**config.mk**
```make
export PLATFORM = sky130hd
export DESIGN_NAME = cpu_mem_arbiter_flat
export DESIGN_NICKNAME = d
export VERILOG_FILES = /design/src/rtl/cpu_mem_arbiter_pkg.sv /design/src/rtl/cpu_mem_arbiter_if.sv /design/src/rtl/cpu_mem_arbiter_rr_arb2.sv /design/src/rtl/cpu_mem_arbiter.sv /design/src/flat_wrapper.sv
export SDC_FILE = /design/constraint.sdc
export NUM_CORES = 1
export LEC_CHECK = 0
export BUFFER_PORTS_ARGS = -buffer_cell sky130_fd_sc_hd__buf_2
export CAP_MARGIN = 10
export CELL_PAD_IN_SITES_DETAIL_PLACEMENT = 1
export CELL_PAD_IN_SITES_GLOBAL_PLACEMENT = 1
export CORE_ASPECT_RATIO = 1.25
export CORE_MARGIN = 2
export CORE_UTILIZATION = 17
export CTS_CLUSTER_DIAMETER = 200
export DETAILED_ROUTE_END_ITERATION = 8
export HOLD_SLACK_MARGIN = 0.12
export MAX_ROUTING_LAYER = met4
export PLACE_DENSITY_LB_ADDON = 0.1
export SLEW_MARGIN = 5
export SYNTH_ARGS = -nofsm -noshare
export SYNTH_HDL_FRONTEND = slang
export SYNTH_SLANG_ARGS = --single-unit
```
**constraint.sdc**
```tcl
create_clock -name clk -period 1.8 [get_ports clk]
set_clock_uncertainty 0.15 [all_clocks]
set_input_delay 0.18 -clock clk [delete_from_list [all_inputs] [get_ports clk]]
set_output_delay 0.18 -clock clk [all_outputs]
set_load 0.01 [all_outputs]
```
**src/rtl/cpu_mem_arbiter_pkg.sv**
```systemverilog
// ----------------------------------------------------------------------------
// cpu_mem_pkg
// Shared constants and types for the CPU memory port-A arbiter.
//   ADDR_W      : address width (4 KiB space)
//   DATA_W      : data width
//   PROT_LIMIT  : writes below this address are suppressed
//   owner_t     : who owns an access / response (NONE, LDR, CPU, DRW)
//   state_t     : arbiter FSM states (ARB, LOCKED)
// ----------------------------------------------------------------------------
package cpu_mem_pkg;

    localparam int ADDR_W     = 12;
    localparam int DATA_W     = 8;
    localparam int PROT_LIMIT = 'h200;

    typedef enum logic [1:0] {
        NONE,
        LDR,
        CPU,
        DRW
    } owner_t;

    typedef enum logic {
        ARB,
        LOCKED
    } state_t;

    // True for a write that lands in the protected low region.
    function automatic logic is_protected(input logic write, input logic [ADDR_W-1:0] addr);
        return write && (addr < ADDR_W'(PROT_LIMIT));
    endfunction

endpackage

```
**src/rtl/cpu_mem_arbiter_if.sv**
```systemverilog
// ----------------------------------------------------------------------------
// cpu_mem_arbiter_if
// Bundles the three requester handshakes and the memory port-A pins.
//   slave  : the arbiter side (takes requests and mem_rdata, drives grants,
//            read valids, shared rdata and the mem_* pins)
//   master : the system side (requesters and the memory itself)
// ----------------------------------------------------------------------------
interface cpu_mem_arbiter_if;
    import cpu_mem_pkg::*;

    logic              ldr_req;
    logic              ldr_lock;
    logic              ldr_write;
    logic [ADDR_W-1:0] ldr_addr;
    logic [DATA_W-1:0] ldr_wdata;
    logic              ldr_gnt;
    logic              ldr_rvalid;

    logic              cpu_req;
    logic              cpu_write;
    logic [ADDR_W-1:0] cpu_addr;
    logic [DATA_W-1:0] cpu_wdata;
    logic              cpu_gnt;
    logic              cpu_rvalid;

    logic              drw_req;
    logic [ADDR_W-1:0] drw_addr;
    logic              drw_gnt;
    logic              drw_rvalid;

    logic [DATA_W-1:0] rdata;

    logic              mem_en;
    logic              mem_write;
    logic [ADDR_W-1:0] mem_addr;
    logic [DATA_W-1:0] mem_wdata;
    logic [DATA_W-1:0] mem_rdata;

    modport slave (
        input  ldr_req, ldr_lock, ldr_write, ldr_addr, ldr_wdata,
        input  cpu_req, cpu_write, cpu_addr, cpu_wdata,
        input  drw_req, drw_addr,
        input  mem_rdata,
        output ldr_gnt, ldr_rvalid, cpu_gnt, cpu_rvalid, drw_gnt, drw_rvalid,
        output rdata,
        output mem_en, mem_write, mem_addr, mem_wdata
    );

    modport master (
        output ldr_req, ldr_lock, ldr_write, ldr_addr, ldr_wdata,
        output cpu_req, cpu_write, cpu_addr, cpu_wdata,
        output drw_req, drw_addr,
        output mem_rdata,
        input  ldr_gnt, ldr_rvalid, cpu_gnt, cpu_rvalid, drw_gnt, drw_rvalid,
        input  rdata,
        input  mem_en, mem_write, mem_addr, mem_wdata
    );

endinterface

```
**src/rtl/cpu_mem_arbiter_rr_arb2.sv**
```systemverilog
// ----------------------------------------------------------------------------
// rr_arb2
// Two-way round-robin picker between the CPU and the draw unit.
//   clk, reset_n : clock, asynchronous active-low reset
//   en           : arbitration allowed this cycle (no loader grant / lock)
//   cpu_req      : CPU request        -> cpu_gnt
//   drw_req      : draw unit request  -> drw_gnt
// On a tie the side that did not win last time is granted. The last winner
// resets to DRW so the CPU takes the first tie.
// ----------------------------------------------------------------------------
module rr_arb2
    import cpu_mem_pkg::*;
(
    input  logic clk,
    input  logic reset_n,
    input  logic en,
    input  logic cpu_req,
    input  logic drw_req,
    output logic cpu_gnt,
    output logic drw_gnt
);

    owner_t rr_last;

    assign cpu_gnt = en && cpu_req && (!drw_req || (rr_last == DRW));
    assign drw_gnt = en && drw_req && (!cpu_req || (rr_last != DRW));

    // Remember the last winner; only actual grants move the pointer.
    always_ff @(posedge clk or negedge reset_n) begin
        if (!reset_n) begin
            rr_last <= DRW;
        end else if (cpu_gnt) begin
            rr_last <= CPU;
        end else if (drw_gnt) begin
            rr_last <= DRW;
        end
    end

endmodule

```
**src/rtl/cpu_mem_arbiter.sv**
```systemverilog
// ----------------------------------------------------------------------------
// cpu_mem_arbiter
// Shares memory port A among the ROM loader, the CPU and the draw unit.
// One access per clock; read data returns one cycle later to its owner.
// Writes below PROT_LIMIT are granted but never reach the memory.
//   clk, reset_n : clock, asynchronous active-low reset
//   bus          : cpu_mem_arbiter_if.slave (requesters + memory pins)
// Optional build macro ARB_WPROT_ERR_EN adds:
//   wp_err  (out) : sticky flag, a protected write was dropped
//   wp_addr (out) : address of the first dropped write
//   wp_clr  (in)  : clears wp_err/wp_addr (a same-cycle violation wins)
// ----------------------------------------------------------------------------
module cpu_mem_arbiter
    import cpu_mem_pkg::*;
(
    input  logic              clk,
    input  logic              reset_n,
    cpu_mem_arbiter_if.slave  bus
`ifdef ARB_WPROT_ERR_EN
    ,
    output logic              wp_err,
    output logic [ADDR_W-1:0] wp_addr,
    input  logic              wp_clr
`endif
);

    state_t            state, state_next;
    owner_t            resp_owner, resp_owner_next;
    logic              rr_en;
    logic              ldr_gnt, cpu_gnt, drw_gnt;
    logic              any_gnt;
    logic              sel_write;
    logic [ADDR_W-1:0] sel_addr;
    logic [DATA_W-1:0] sel_wdata;
    logic              prot_hit;

    // The loader always wins. Nothing is issued while reset is asserted.
    assign ldr_gnt = reset_n && bus.ldr_req;

    // FSM next state and the CPU/draw enable. LOCKED blocks the CPU and draw
    // unit only while ldr_lock is still high, so the cycle the lock drops
    // already arbitrates normally.
    always_comb begin
        state_next = state;
        rr_en      = 1'b0;
        case (state)
            ARB: begin
                rr_en = reset_n && !bus.ldr_req;
                if (ldr_gnt && bus.ldr_lock) begin
                    state_next = LOCKED;
                end
            end
            LOCKED: begin
                rr_en = reset_n && !bus.ldr_req && !bus.ldr_lock;
                if (!bus.ldr_lock) begin
                    state_next = ARB;
                end
            end
            default: state_next = ARB;
        endcase
    end

    rr_arb2 u_rr_arb2 (
        .clk     (clk),
        .reset_n (reset_n),
        .en      (rr_en),
        .cpu_req (bus.cpu_req),
        .drw_req (bus.drw_req),
        .cpu_gnt (cpu_gnt),
        .drw_gnt (drw_gnt)
    );

    // Route the winning request onto the memory pins and note who is owed
    // read data next cycle. The draw unit only ever reads.
    always_comb begin
        any_gnt         = 1'b0;
        sel_write       = 1'b0;
        sel_addr        = '0;
        sel_wdata       = '0;
        resp_owner_next = NONE;
        if (ldr_gnt) begin
            any_gnt   = 1'b1;
            sel_write = bus.ldr_write;
            sel_addr  = bus.ldr_addr;
            sel_wdata = bus.ldr_wdata;
            if (!bus.ldr_write) resp_owner_next = LDR;
        end else if (cpu_gnt) begin
            any_gnt   = 1'b1;
            sel_write = bus.cpu_write;
            sel_addr  = bus.cpu_addr;
            sel_wdata = bus.cpu_wdata;
            if (!bus.cpu_write) resp_owner_next = CPU;
        end else if (drw_gnt) begin
            any_gnt         = 1'b1;
            sel_addr        = bus.drw_addr;
            resp_owner_next = DRW;
        end
        prot_hit = any_gnt && is_protected(sel_write, sel_addr);
    end

    // State and response-owner registers; reset drops any in-flight read.
    always_ff @(posedge clk or negedge reset_n) begin
        if (!reset_n) begin
            state      <= ARB;
            resp_owner <= NONE;
        end else begin
            state      <= state_next;
            resp_owner <= resp_owner_next;
        end
    end

    assign bus.ldr_gnt    = ldr_gnt;
    assign bus.cpu_gnt    = cpu_gnt;
    assign bus.drw_gnt    = drw_gnt;
    assign bus.mem_en     = any_gnt && !prot_hit;
    assign bus.mem_write  = any_gnt && sel_write && !prot_hit;
    assign bus.mem_addr   = sel_addr;
    assign bus.mem_wdata  = sel_wdata;
    assign bus.ldr_rvalid = (resp_owner == LDR);
    assign bus.cpu_rvalid = (resp_owner == CPU);
    assign bus.drw_rvalid = (resp_owner == DRW);
    assign bus.rdata      = (resp_owner != NONE) ? bus.mem_rdata : '0;

`ifdef ARB_WPROT_ERR_EN
    // Sticky capture of the first dropped write. A new violation in the same
    // cycle as wp_clr re-arms the flag with the new address.
    always_ff @(posedge clk or negedge reset_n) begin
        if (!reset_n) begin
            wp_err  <= 1'b0;
            wp_addr <= '0;
        end else if (prot_hit && (!wp_err || wp_clr)) begin
            wp_err  <= 1'b1;
            wp_addr <= sel_addr;
        end else if (wp_clr) begin
            wp_err  <= 1'b0;
            wp_addr <= '0;
        end
    end
`endif

endmodule

```
**src/flat_wrapper.sv**
```systemverilog
// flat-port wrapper written by rule: the top's interface ports become plain ports
module cpu_mem_arbiter_flat import cpu_mem_pkg::*;
  (clk, reset_n, bus_ldr_req, bus_ldr_lock, bus_ldr_write, bus_ldr_addr, bus_ldr_wdata, bus_cpu_req, bus_cpu_write, bus_cpu_addr, bus_cpu_wdata, bus_drw_req, bus_drw_addr, bus_mem_rdata, bus_ldr_gnt, bus_ldr_rvalid, bus_cpu_gnt, bus_cpu_rvalid, bus_drw_gnt, bus_drw_rvalid, bus_rdata, bus_mem_en, bus_mem_write, bus_mem_addr, bus_mem_wdata);
  cpu_mem_arbiter_if bus_i ();
  input  logic clk;
  input  logic reset_n;
  input wire logic [$bits(bus_i.ldr_req)-1:0] bus_ldr_req;
  input wire logic [$bits(bus_i.ldr_lock)-1:0] bus_ldr_lock;
  input wire logic [$bits(bus_i.ldr_write)-1:0] bus_ldr_write;
  input wire logic [$bits(bus_i.ldr_addr)-1:0] bus_ldr_addr;
  input wire logic [$bits(bus_i.ldr_wdata)-1:0] bus_ldr_wdata;
  input wire logic [$bits(bus_i.cpu_req)-1:0] bus_cpu_req;
  input wire logic [$bits(bus_i.cpu_write)-1:0] bus_cpu_write;
  input wire logic [$bits(bus_i.cpu_addr)-1:0] bus_cpu_addr;
  input wire logic [$bits(bus_i.cpu_wdata)-1:0] bus_cpu_wdata;
  input wire logic [$bits(bus_i.drw_req)-1:0] bus_drw_req;
  input wire logic [$bits(bus_i.drw_addr)-1:0] bus_drw_addr;
  input wire logic [$bits(bus_i.mem_rdata)-1:0] bus_mem_rdata;
  output wire logic [$bits(bus_i.ldr_gnt)-1:0] bus_ldr_gnt;
  output wire logic [$bits(bus_i.ldr_rvalid)-1:0] bus_ldr_rvalid;
  output wire logic [$bits(bus_i.cpu_gnt)-1:0] bus_cpu_gnt;
  output wire logic [$bits(bus_i.cpu_rvalid)-1:0] bus_cpu_rvalid;
  output wire logic [$bits(bus_i.drw_gnt)-1:0] bus_drw_gnt;
  output wire logic [$bits(bus_i.drw_rvalid)-1:0] bus_drw_rvalid;
  output wire logic [$bits(bus_i.rdata)-1:0] bus_rdata;
  output wire logic [$bits(bus_i.mem_en)-1:0] bus_mem_en;
  output wire logic [$bits(bus_i.mem_write)-1:0] bus_mem_write;
  output wire logic [$bits(bus_i.mem_addr)-1:0] bus_mem_addr;
  output wire logic [$bits(bus_i.mem_wdata)-1:0] bus_mem_wdata;
  assign bus_i.ldr_req = bus_ldr_req;
  assign bus_i.ldr_lock = bus_ldr_lock;
  assign bus_i.ldr_write = bus_ldr_write;
  assign bus_i.ldr_addr = bus_ldr_addr;
  assign bus_i.ldr_wdata = bus_ldr_wdata;
  assign bus_i.cpu_req = bus_cpu_req;
  assign bus_i.cpu_write = bus_cpu_write;
  assign bus_i.cpu_addr = bus_cpu_addr;
  assign bus_i.cpu_wdata = bus_cpu_wdata;
  assign bus_i.drw_req = bus_drw_req;
  assign bus_i.drw_addr = bus_drw_addr;
  assign bus_i.mem_rdata = bus_mem_rdata;
  assign bus_ldr_gnt = bus_i.ldr_gnt;
  assign bus_ldr_rvalid = bus_i.ldr_rvalid;
  assign bus_cpu_gnt = bus_i.cpu_gnt;
  assign bus_cpu_rvalid = bus_i.cpu_rvalid;
  assign bus_drw_gnt = bus_i.drw_gnt;
  assign bus_drw_rvalid = bus_i.drw_rvalid;
  assign bus_rdata = bus_i.rdata;
  assign bus_mem_en = bus_i.mem_en;
  assign bus_mem_write = bus_i.mem_write;
  assign bus_mem_addr = bus_i.mem_addr;
  assign bus_mem_wdata = bus_i.mem_wdata;
  cpu_mem_arbiter u_core (.clk(clk), .reset_n(reset_n), .bus(bus_i));
endmodule
```
==> results.md, run 1 <==
- Final Hold Viols: 0
- Vias in the first global route: 1056
- Arr. time, crit path: 1610 ps
- Iter 0 DRT Violations: 32
- Post-synth ARST share: 1.00
- Worst slew pin tran: 463 ps
- Top cells by area, synth: a22o_1, a21o_1, dfrtp_1
- P&R area growth vs syn: 107%
- HPWL Detailed: 2.69 mm
- Post-synth top area cell: a22o_1
- Critical Path Source Type: flop
- Area fraction of the dominant cell type after synthesis: 0.245
- CP max FO: 6
- First-pass GRT wire length: 4.66 mm
- # fillers: 521
- Synth cell types: 31
- Slew headroom: 0.690
- Multi-input gate area: 566 um2
- Drt first pass iters: 4
- Die Ht: 74.6 um
- Full die area: 0.00451 mm2
- Yosys warning count: 0
- Routed len/inst: 12.5 um
- ANT cells: 0
- Critical Path End Type: primary output
- Unrepaired setup endpoints after global routing: true
- Reg2reg start: u_core.u_rr_arb2.rr_last[0]
- Most common flop cell mapped by yosys: dfrtp_1
- CTS clk-pin slew, worst paths: 30 ps
- Final Instance Area: 0.00141 mm2
- Setup CP Type: flop to primary output
- Achievable Freq: 516 MHz
- Post-layout min period: 1940 ps
- Cell Area, Placed: 0.00127 mm2
- Sequential share of the synthesized area: 0.149
- PortBufs: 103
- Antenna Violating Nets Remaining: 0
- Gr usage total: 0.138
- Number of cells on the worst reg-to-reg path: 5
- WL final: 3.12 mm
- Row count: 25
- Synth Instances: 83
- Hold_ws: 191 ps
- Mapped Nets: 151
- Htree depth: 1
- Final setup vio count: 19
- Drt drc: 0
- Commonest cells in the synthesized netlist: a22o_1, a21o_1, nor2b_1
- Largest net degree at the start of global routing: 14
- Clock root buffer: clkbuf_8
- Initial antenna violation count: 0
- Io pins: 104
- Final-report max-slew violation count: 0
- Leak pwr: 0.882 nW
- Slack of the worst reg-to-reg path: 420 ps
- Fraction of layout cells with a size suffix above 1: 0.648
- Post-synth EDFFs: 0
- Reg area: 101 um2
- Total global routing overflow: 0
- Seq cells post-synth: 4
- Mapped Area: 678 um2
- Failing checks: setup timing
- Maximum VDD drop: 0.172 mV
- Routability cong.: 0.816
- Clk sinks: 4
- Core Region: 0.00382 mm2
- Worst-Skew Late Latency: 220 ps
- RR Endpoint: u_core.u_rr_arb2.rr_last[0]
- Initial cell density of the core: 0.178
- Most numerous cell in the Yosys netlist: a22o_1
- Vias per cell: 4.32
- Nets: 265
- Hold crit path type: primary input to async pin
- Final setup margin: -138 ps
- CTS Buffer Depth: 2
- TritonCTS buffer count: 3
- TritonCTS clock tree: done
- Die X: 60.5 um
- Tcrit/Tclk final: 1.08
- Avg Inst Size Synth: 8.17 um2
- # Max-Cap Violations: 0
- Power per cell area: 472 mW/mm2
- WP data required: 1470 ps
- Outcome: complete, but fails checks
- Vias: 1079
where the power goes:
group          switching (mW)  internal [mW]
combinational           0.156          0.180
sequential             0.0158          0.106
clock                  0.0526          0.152
total                   0.225          0.438
sequential cells by signal, summed over array words and instances (netlist names):
register / flops
u_core.u_rr_arb2.rr_last: 1
u_core.resp_owner: 2
u_core.state: 1
worst max-delay path, cell delays in order (launching register included):
cell and delay [ps]:
dfstp_2 590, nor2b_4 60, nor2_4 100, nand2_4 90
inv_8 80, a22o_1 160, a21boi_2 160, buf_2 140
layer usage:
metal / part of all wire / track usage
met2: 0.57 / 0.264
met3: 0.062 / 0.00172
met5: 0 / -
met4: 0.0077 / 0.0507
met1: 0.36 / 0.150
layout by cell type (no fill, tap or decap), drive strengths merged:
cell,instances
a22o,19
a21o,11
a21boi,2
inv,4
dlygate4sd3,4
a31oi,1
dfstp,1
a21oi,1
and2,3
or2,1
clkbuf,4
and3,1
nor2b,12
o21a,2
o21bai,1
nand2b,1
nand2,5
a32o,1
dfrtp,3
nor2,3
a22oi,2
o31ai,2
buf,109
o21ai,2
nor3,1
cell families after synthesis:
kind of cell | after synthesis | synth area share
DFF | 4 | 0.149
AOI/OAI and AO/OA | 44 | 0.526
buffers and inverters | 8 | 0.0664
and+or+nand+nor | 27 | 0.258
cell type report:
| cell class | instances | area share |
|---|---|---|
| Clock buffer | 4 | 0.0321 |
| Inverter | 3 | 0.0134 |
| Multi-Input combinational cell | 71 | 0.402 |
| Sequential cell | 4 | 0.0721 |
| Tap cell | 54 | 0.0481 |
| Timing Repair Buffer | 113 | 0.427 |
| Timing Repair inverter | 1 | 0.00445 |
per-stage QoR:
step           cells  setup TNS, ps  total power, mW  utilization  setup slack (ps)
3_5_place_dp     240         -0.574            0.438        0.332            -0.574
3_3_place_gp     240              0            0.432        0.332              44.3
6_report         250          -1420            0.663        0.368              -138
2_1_floorplan     83              0            0.280            -               160
5_1_grt          250          -3120            0.715        0.368              -199
4_1_cts          249          -1850            0.674        0.365              -155
timing repair:
| action | in CTS | in global routing |
|---|---|---|
| endpoints found under the setup margin | 23 | 23 |
| pin swaps | 4 | 0 |
| hold buffers | 3 | 1 |
| endpoints found under the hold margin | 7 | 4 |
| setup buffers | 1 | 0 |
| resized for setup | 9 | 1 |
| cloned | 1 | 0 |
worst max path at each step:
stage / startpoint / to / cells after the start
after floorplan: u_core.u_rr_arb2.rr_last[0] / bus_mem_write / 6
after global placement: u_core.u_rr_arb2.rr_last[0] / bus_mem_en / 5
after detailed placement: u_core.u_rr_arb2.rr_last[0] / bus_mem_write / 7
after CTS: u_core.u_rr_arb2.rr_last[0] / bus_mem_write / 7
after global routing: u_core.u_rr_arb2.rr_last[0] / bus_mem_en / 5
final: u_core.u_rr_arb2.rr_last[0] / bus_mem_write / 7
(Power assumes the default switching activity.)
==> inputs of run 2 (changes only) <==
--- a/config.mk
+++ b/config.mk
@@ -17,6 +17,7 @@
 export HOLD_SLACK_MARGIN = 0.12
 export MAX_ROUTING_LAYER = met4
 export PLACE_DENSITY_LB_ADDON = 0.1
+export RECOVER_POWER = 25
 export SLEW_MARGIN = 5
 export SYNTH_ARGS = -nofsm -noshare
 export SYNTH_HDL_FRONTEND = slang
==> run 2 against run 1 <==
Compared with the run above:
- combinational power barely moved
- via count up 0.19%
- clock-buffer cell count did not move
- flip-flop and latch count did not move
- the run still ends with setup timing left
- die area did not move
- register-to-register slack barely moved
- total power hardly changed
- global-route usage is the same
- critical path depth unchanged
- final cell count stayed put
- critical path type unchanged
- sequential share of layout area is essentially flat
- final area shrank 0.18%
==> results.md, run 2 (synthesis results as in run 1) <==
- Slew headroom: 0.690 (about the same)
- Max reg flops: 2 (unchanged)
- Final setup vio count: 19 (unchanged)
- Most frequent cells in the layout: buf_2, a22o_1, a21o_1 (unchanged)
- Largest net degree at the start of global routing: 14 (unchanged)
- PortBufs: 103 (unchanged)
- Full die area: 0.00451 mm2 (unchanged)
- Gr usage total: 0.138 (unchanged)
- Htree depth: 1 (unchanged)
- Clk sinks: 4 (unchanged)
- Clock root buffer: clkbuf_8 (unchanged)
- Worst slew pin tran: 463 ps (about the same)
- Layout Cells excl Fill: 250 (unchanged)
- Initial antenna violation count: 0 (unchanged)
- Io pins: 104 (unchanged)
- Most common cell after layout, fill and taps aside: buf_2 (unchanged)
- Iter 0 DRT Violations: 32 (unchanged)
- Reg with most FFs: u_core.resp_owner (unchanged)
- Nets: 265 (unchanged)
- WP data required: 1470 ps (about the same)
- Delay-heaviest family, CP: flip-flops (unchanged)
- P&R area growth vs syn: 107% (about the same)
- Setup CP Type: flop to primary output (unchanged)
- Critical Path End Type: primary output (unchanged)
- Maximum VDD drop: 0.172 mV (about the same)
- Failing checks: setup timing (unchanged)
- Drt first pass iters: 4 (unchanged)
- Post-layout min period: 1940 ps (about the same)
- Design Power: 0.662 mW (was 0.663 mW)
- Initial cell density of the core: 0.178 (unchanged)
- Slowest cell on crit path: dfstp_2 (unchanged)
- Outcome: complete, but fails checks (unchanged)
- TNS Setup: -1430 ps (was -1420 ps)
- Core Region: 0.00382 mm2 (unchanged)
- CP Cell Sequence: nor2b_4 -> nor2_4 -> nand2_4 -> inv_8 -> a22o_1 -> a21boi_2 -> buf_2 (unchanged)
- Row count: 25 (unchanged)
- Arr. time, crit path: 1610 ps (about the same)
- Antenna Violating Nets Remaining: 0 (unchanged)
- Final Hold Viols: 0 (unchanged)
- Fraction of layout cells with a size suffix above 1: 0.638 (was 0.648)
- Routability cong.: 0.816 (unchanged)
- Final-report max-slew violation count: 0 (unchanged)
- Tcrit/Tclk final: 1.08 (about the same)
- Max incr delay on CP: 590 ps (about the same)
- CP max FO: 6 (unchanged)
- Power per cell area: 472 mW/mm2 (about the same)
- Leak pwr: 0.877 nW (was 0.882 nW)
- Die Ht: 74.6 um (unchanged)
- Routed len/inst: 12.5 um (about the same)
- TritonCTS clock tree: done (unchanged)
- HPWL Detailed: 2.69 mm (unchanged)
- Worst-Skew Late Latency: 220 ps (about the same)
- Fin util: 0.368 (about the same)
- Vias in the first global route: 1056 (unchanged)
- Top flop regs: u_core.resp_owner: 2 flops, u_core.state: 1 flops, u_core.u_rr_arb2.rr_last: 1 flops (unchanged)
- # Max-Cap Violations: 0 (unchanged)
- Die X: 60.5 um (unchanged)
- Final setup margin: -138 ps (about the same)
- Vias per cell: 4.32 (about the same)
- Cells after DPL: 240 (unchanged)
- ANT cells: 0 (unchanged)
- CP bufs+invs: 2 (unchanged)
- WL final: 3.12 mm (about the same)
- Total global routing overflow: 0 (unchanged)
- CTS Buffer Depth: 2 (unchanged)
- Hold crit path type: primary input to async pin (unchanged)
- Vias: 1081 (was 1079)
- CTS clk-pin slew, worst paths: 30 ps (about the same)
- Achievable Freq: 516 MHz (unchanged)
- Unrepaired setup endpoints after global routing: true (unchanged)
- Critical Path Source Type: flop (unchanged)
- Drt drc: 0 (unchanged)
- TritonCTS buffer count: 3 (unchanged)
- First-pass GRT wire length: 4.66 mm (unchanged)
==> run 2: through the flow <==
| stage | hold WS [ps] | setup slack [ps] | area [um2] |
|---|---|---|---|
| finish | 223 | -138 | 1400 |
| detailed placement | -150 | -0.574 | 1270 |
| global placement | -150 | 44.3 | 1270 |
| global route | 281 | -199 | 1400 |
| floorplan | -266 | 160 | 678 |
| CTS | -385 | -155 | 1390 |
==> run 2: worst paths after layout <==
kind | startpoint | endpoint | slack (ps) | cells past startpoint
worst min-delay path | reset_n | u_core.resp_owner[0] | 220 | 2
max in group asynchronous | reset_n | u_core.u_rr_arb2.rr_last[0] | 1040 | 2
min in group clk | bus_ldr_req | u_core.u_rr_arb2.rr_last[0] | 320 | 4
worst min register to register | u_core.state | u_core.state | 370 | 1
worst max-delay path | u_core.u_rr_arb2.rr_last[0] | bus_mem_write | -140 | 7
worst max register to register | u_core.u_rr_arb2.rr_last[0] | u_core.u_rr_arb2.rr_last[0] | 420 | 5
==> run 2: power breakdown <==
group          internal (mW)  switching [mW]
registers              0.106          0.0158
clock network          0.152          0.0526
logic                  0.179           0.156
==> run 2: worst register-to-register path, delay by kind of cell, from the launching register on <==
kind	cells	cell delay [ps]
buf+inv	1	150
compound gates	1	160
simple gates	3	250
flops	1	590
==> run 2: repair_timing <==
item	4_1_cts	5_1_grt
setup endpoints to repair	23	23
gates resized for setup	9	1
setup buffers	1	0
endpoints found under the hold margin	7	4
pin swaps	4	0
hold buffers	3	1
cloned	1	0
==> run 2: final cells by class <==
class                           count  area [um2]
Clock buffer                        4        45.0
Sequential cell                     4         101
Timing Repair Buffer              113         598
Timing Repair inverter              1        6.26
Tap cell                           54        67.6
Fill cell                         518        2410
Multi-Input combinational cell     71         566
Inverter                            3        18.8
==> run 2: layer usage <==
layer  share of wire  wire [um]  track usage  vias up
li1                -          -            -      543
met1            0.36       1110        0.150      487
met2            0.57       1790        0.264       49
met3           0.062        193      0.00172        2
met4          0.0077         24       0.0507        0
met5               0          0            -        -
